$ cat src/rtl/riscv_test_monitor.sv
// riscv_test_monitor: collects pass/fail results from a RISC-V self-test program.
// Software writes TEST_ID, EXPECT and ACTUAL, then CTRL END or CLEAR.
// Software reads STATUS, the pass/fail counters and the first failing id.
// Optional per-test watchdog: define RISCV_TEST_MONITOR_WATCHDOG_EN to build it in.
// When the watchdog is not built in, TIMEOUT is never entered and timeout is tied low.
module riscv_test_monitor #(
    parameter int ID_W           = 11,
    parameter int CNT_W          = 16,
    parameter int TIMEOUT_W      = 20,
    parameter int TIMEOUT_CYCLES = 1_000_000
) (
    input  logic        clk,
    input  logic        rst_n,
    input  logic        wr_en,
    input  logic        rd_en,
    input  logic [1:0]  addr,
    input  logic [31:0] wdata,
    output logic [31:0] rdata,
    output logic        done,
    output logic        any_fail,
    output logic        timeout
);

    typedef enum logic [1:0] {IDLE, RUN, DONE, TIMEOUT} state_t;

    state_t           state;
    logic [ID_W-1:0]  cur_id;
    logic [ID_W-1:0]  first_fail_id;
    logic [31:0]      expect_val;
    logic [CNT_W-1:0] pass_cnt;
    logic [CNT_W-1:0] fail_cnt;
    logic             fail_seen;
    logic             seq_err;
    logic             any_fail_q;
    logic             done_q;

    logic             wr_id;
    logic             wr_exp;
    logic             wr_act;
    logic             end_req;
    logic             clear_req;
    logic [ID_W-1:0]  next_id;

    assign wr_id     = wr_en && (addr == 2'd0);
    assign wr_exp    = wr_en && (addr == 2'd1);
    assign wr_act    = wr_en && (addr == 2'd2);
    assign end_req   = wr_en && (addr == 2'd3) && wdata[0];
    assign clear_req = wr_en && (addr == 2'd3) && wdata[1];
    assign next_id   = cur_id + ID_W'(1);

`ifdef RISCV_TEST_MONITOR_WATCHDOG_EN
    logic [TIMEOUT_W-1:0] wd;
    logic                 timeout_q;
    assign timeout = timeout_q;
`else
    assign timeout = 1'b0;
`endif

    assign done     = done_q;
    assign any_fail = any_fail_q;

    // Control FSM with result bookkeeping; CLEAR takes priority over every other write.
    always_ff @(posedge clk or negedge rst_n) begin
        if (!rst_n) begin
            state         <= IDLE;
            cur_id        <= '0;
            first_fail_id <= '0;
            expect_val    <= '0;
            pass_cnt      <= '0;
            fail_cnt      <= '0;
            fail_seen     <= 1'b0;
            seq_err       <= 1'b0;
            any_fail_q    <= 1'b0;
            done_q        <= 1'b0;
`ifdef RISCV_TEST_MONITOR_WATCHDOG_EN
            wd            <= '0;
            timeout_q     <= 1'b0;
`endif
        end else if (clear_req) begin
            state         <= IDLE;
            cur_id        <= '0;
            first_fail_id <= '0;
            pass_cnt      <= '0;
            fail_cnt      <= '0;
            fail_seen     <= 1'b0;
            seq_err       <= 1'b0;
            any_fail_q    <= 1'b0;
            done_q        <= 1'b0;
`ifdef RISCV_TEST_MONITOR_WATCHDOG_EN
            wd            <= '0;
            timeout_q     <= 1'b0;
`endif
        end else begin
            case (state)
                IDLE: begin
                    if (wr_exp) expect_val <= wdata;
                    if (wr_id) begin
                        cur_id <= wdata[ID_W-1:0];
                        state  <= RUN;
`ifdef RISCV_TEST_MONITOR_WATCHDOG_EN
                        wd     <= '0;
`endif
                    end else if (end_req) begin
                        state  <= DONE;
                        done_q <= 1'b1;
                    end
                end
                RUN: begin
                    if (wr_exp) expect_val <= wdata;
                    if (wr_id) begin
                        cur_id <= wdata[ID_W-1:0];
                        if (wdata[ID_W-1:0] != next_id) begin
                            seq_err    <= 1'b1;
                            any_fail_q <= 1'b1;
                        end
                    end
                    if (wr_act) begin
                        if (wdata == expect_val) begin
                            if (pass_cnt != {CNT_W{1'b1}}) pass_cnt <= pass_cnt + CNT_W'(1);
                        end else begin
                            if (fail_cnt != {CNT_W{1'b1}}) fail_cnt <= fail_cnt + CNT_W'(1);
                            any_fail_q <= 1'b1;
                            if (!fail_seen) begin
                                fail_seen     <= 1'b1;
                                first_fail_id <= cur_id;
                            end
                        end
                    end
                    if (end_req) begin
                        state  <= DONE;
                        done_q <= 1'b1;
                    end
`ifdef RISCV_TEST_MONITOR_WATCHDOG_EN
                    else if (wr_id) begin
                        wd <= '0;
                    end else if (wd == TIMEOUT_W'(TIMEOUT_CYCLES - 1)) begin
                        state      <= TIMEOUT;
                        timeout_q  <= 1'b1;
                        any_fail_q <= 1'b1;
                    end else begin
                        wd <= wd + TIMEOUT_W'(1);
                    end
`endif
                end
                default: begin
                end
            endcase
        end
    end

    // Registered read port; it samples state before any same-cycle write lands.
    always_ff @(posedge clk or negedge rst_n) begin
        if (!rst_n) begin
            rdata <= '0;
        end else if (rd_en) begin
            case (addr)
                2'd0:    rdata <= {27'd0, seq_err, any_fail_q, timeout, done_q, state == RUN};
                2'd1:    rdata <= 32'(pass_cnt);
                2'd2:    rdata <= 32'(fail_cnt);
                default: rdata <= 32'(first_fail_id);
            endcase
        end
    end

endmodule

$ cat config.mk
export PLATFORM = sky130hd
export DESIGN_NAME = riscv_test_monitor
export DESIGN_NICKNAME = d
export VERILOG_FILES = /design/src/rtl/riscv_test_monitor.sv
export SDC_FILE = /design/constraint.sdc
export NUM_CORES = 1
export LEC_CHECK = 0
export CAP_MARGIN = 20
export CORE_UTILIZATION = 30
export CTS_BUF_LIST = sky130_fd_sc_hd__clkbuf_8
export CTS_CLUSTER_SIZE = 16
export DETAILED_ROUTE_END_ITERATION = 10
export GPL_TIMING_DRIVEN = 0
export PLACE_DENSITY = 0.55
export SYNTH_ARGS = -nofsm -noshare
export SYNTH_HDL_FRONTEND = slang
export SYNTH_SLANG_ARGS = --single-unit
$ cat constraint.sdc
create_clock -name clk -period 4.5 [get_ports clk]
set_clock_uncertainty 0.05 [all_clocks]
set_input_delay 0.45 -clock clk [delete_from_list [all_inputs] [get_ports clk]]
set_output_delay 0.45 -clock clk [all_outputs]
set_load 0.005 [all_outputs]
==> results.md <==
- Max Root-Sink Buffers: 2
- GP Congestion: approximately 0.83
- N_diodes: 0
- Sw Ratio: between 30% and 40%
- DR iter-0 viols: about 230
- Final HPWL DP: between 10000 and 15000 um
- Leakage Power: between 2 and 3 nW
- Yosys warns: 0
- Postcts setup bufs: 0
- Area leader, netlist: dfrtp_1
- Logic pwr share: approximately 23%
- Post-CTS resize count: 0
- Area growth, synth to finish: 18.95%
- Unrepaired setup endpoints after global routing: false
- Cells after synthesis: 560
- Avg Inst Size Synth: roughly 11 um^2
- CP Depth: 9
- Final count of pins violating max slew: 0
- Class of the worst hold path: primary input to asynchronous set/reset pin
- DR vias: 4611
- Most frequent cell after synthesis: dfrtp_1
- Critical path buffers and inverters: 3
- Most used cell, CP: buf_2
- Minimum clock period: 2.842 ns
- Max incr delay on CP: ~0.53 ns
- Drt drc: 0
- Fin util: 36.39%
- PnR Total Power: ~2.5 mW
- H-tree Lvls: 3
- Final period utilization: around 63%
- Die area: around 0.02 mm^2
- Async set-reset flop share out of synthesis: 100.0%
- Worst EP arrival: a little over 3 ns
- Worst-skew pair later-pin latency: roughly 0.4 ns
- Clock Power Share: between 20% and 30%
- Worst EP required: approximately 4.8 ns
- Starting Density: a little under a third
- Post-synth EDFFs: 0
- CTS tree: yes
- R2R depth: 8
- Top cells by count, synth: 108 x dfrtp_1, 39 x a21oi_1, 38 x xor2_1
- Compound-Gate Fraction of Synth Area: roughly an eighth
- Measured slew at the worst slew-check pin: 0.6699 ns
- Setup crit start kind: primary input
- P_int: around 1.7 mW
- Synthesized flop and latch total: approximately 110
- Slowest CP cell: clkdlybuf4s50_1
- Nets: slightly below 700
- Worst-path clk slew: 0.11 ns
- Die Wd: approximately 140 um
- Max_cap viols: 0
- Via/cell ratio: 5.078
- Maximum vdd drop: just under 0.0002 V
- # rows: a little over 50
- Routed length per instance: around 17 um
- Global-route wire length before repair: about 25000 um
- Seq/Total Area, Yosys: 45.54%
- Routed WL: roughly 15000 um
- Global route overflow: 0
- Chip Height: ~140 um
- Root buffer selected by CTS: clkbuf_8
- Top FF cell, synth: dfrtp_1
- Largest family of logic cells by synthesized area: simple AND/OR/NAND/NOR gates
- Register share of total power: roughly half
- Switch Pwr: 0.7445 mW
- Synth area leaders: dfrtp_1 46%, mux2_2 6.6%, xor2_1 5.6%
- PortBufs: 50
- Share of the synthesized area in the top cell type: between 40% and 50%
- Yosys cell types: 56
- Sink Count: about 110
- Post-route ant nets: 0
- Floorplan core area: about 0.019 mm^2
- Worst path cell trace: clkdlybuf4s50_1 > xor2_1 > nor4_2 > nand4_1 > o21ai_2 > buf_2 > buf_2 > o21ai_0 > a21oi_1
- Setup violators final: 0
- Cell Area, Synth: 0.005934 mm^2
- Post-Synth Simple-Gate Area: 15.48%
- Post-synthesis mux area share: approximately an eighth
- IO Pins: 73
- Vias in the first global route: 4589
- Kind of critical path: primary input to flip-flop
- Critical path peak fanout: 10
- Post-DP Area: a little under 0.007 mm^2
- XOR/XNOR Fraction of Synth Area: 7.232%
- Design area: between 0.007 and 0.008 mm^2
- Final hold vios: 0
- First-pass detailed-route iteration total: 6
- Pwr Density: 348.4 mW/mm^2
- Relative slew margins: 55.34%
- CTS Buf Count: 9
- # hold bufs at CTS: 0
- Largest net degree at the start of global routing: 65
- Achievable Freq: between 300 and 400 MHz
- CP delay by family, top: buffers and inverters
- Status: completed
- Initial antenna violation count: 0
- GRT Total Usage: approximately 16%
- CP endpoint kind: flip-flop
- Adder-Cell Fraction of Synth Area: less than 1%
- Fraction of layout cells with a size suffix above 1: 15.55%
==> sequential cells by signal, summed over array words and instances, names as in the netlist <==
signal	count
expect_val	32
fail_cnt	16
pass_cnt	16
rdata	16
cur_id	11
first_fail_id	11
state	2
any_fail	1
done	1
fail_seen	1
seq_err	1
==> final cells by class <==
class                      instances  area, um^2
sequential                       108        2703
buffer                            51       294.0
inverter                          19       71.32
multi-input combinational        398        2927
tap                              265       331.6
clock inverter                     6       70.07
timing repair buffer              51       525.5
clock buffer                      10       137.6
fill                            1951       12340
==> placed cells by master, fill, tap and decap left out, drive strengths merged, types with 21 or more instances in the layout <==
cell | Yosys | layout
a21oi | 39 | 39
nand2 | 33 | 33
or4 | 21 | 21
mux2 | 43 | 43
buf | 33 | 35
clkbuf | 18 | 28
nor2 | 27 | 27
xor2 | 38 | 38
clkdlybuf4s50 | 0 | 49
o31ai | 22 | 22
dfrtp | 108 | 108
inv | 19 | 22
==> power groups by stage <==
stage          clock, mW  combinational, mW  sequential, mW
6_report           0.633              0.552            1.27
5_1_grt            0.698              0.618            1.30
4_1_cts            0.656              0.561            1.27
3_5_place_dp           0              0.558            1.29
3_3_place_gp           0              0.540            1.28
2_1_floorplan          0              0.384            1.25
==> cell families after synthesis <==
| logic type | count (synthesis) |
|---|---|
| mux | 63 |
| flops | 108 |
| other cells | 1 |
| fa+ha+maj | 3 |
| buf+inv | 70 |
| simple gates | 159 |
| xor+xnor | 49 |
| compound gates | 107 |
==> through the flow <==
stage                     worst slack (ns)  hold slack (ns)  instances  TNS [ns]
after floorplan                      2.285           0.1044        576         0
after global placement              -1.234           0.4386        891   -131.98
after detailed placement             1.240           0.4441        892         0
after CTS                            1.631          0.01292        908         0
after global routing                 1.433          0.02121        908         0
final                                1.658         0.004416        908         0
==> routing by layer <==
metal	wire length [um]	track usage (%)	share of wire (%)	up-vias
met5	0	0	0	-
met4	212	4.980	1.4	0
met3	700	3.253	4.6	14
met2	7258	26.14	48	124
met1	6968	21.08	46	2303
li1	-	-	-	2170
==> final timing paths <==
check	startpoint	to	slack, ns
setup reg to reg	expect_val[24]$_DFFE_PN0P_	fail_cnt[1]$_DFFE_PN0P_	1.79
min in group clk	wdata[8]	cur_id[8]$_DFFE_PN0P_	0.29
hold / removal	rst_n	expect_val[24]$_DFFE_PN0P_	0.004
max in group asynchronous	rst_n	rdata[1]$_DFFE_PN0P_	3.66
setup / recovery	wdata[7]	fail_cnt[1]$_DFFE_PN0P_	1.66
hold reg to reg	fail_seen$_DFFE_PN0P_	fail_seen$_DFFE_PN0P_	0.46
Note: power is estimated with default switching activity, not from simulation.
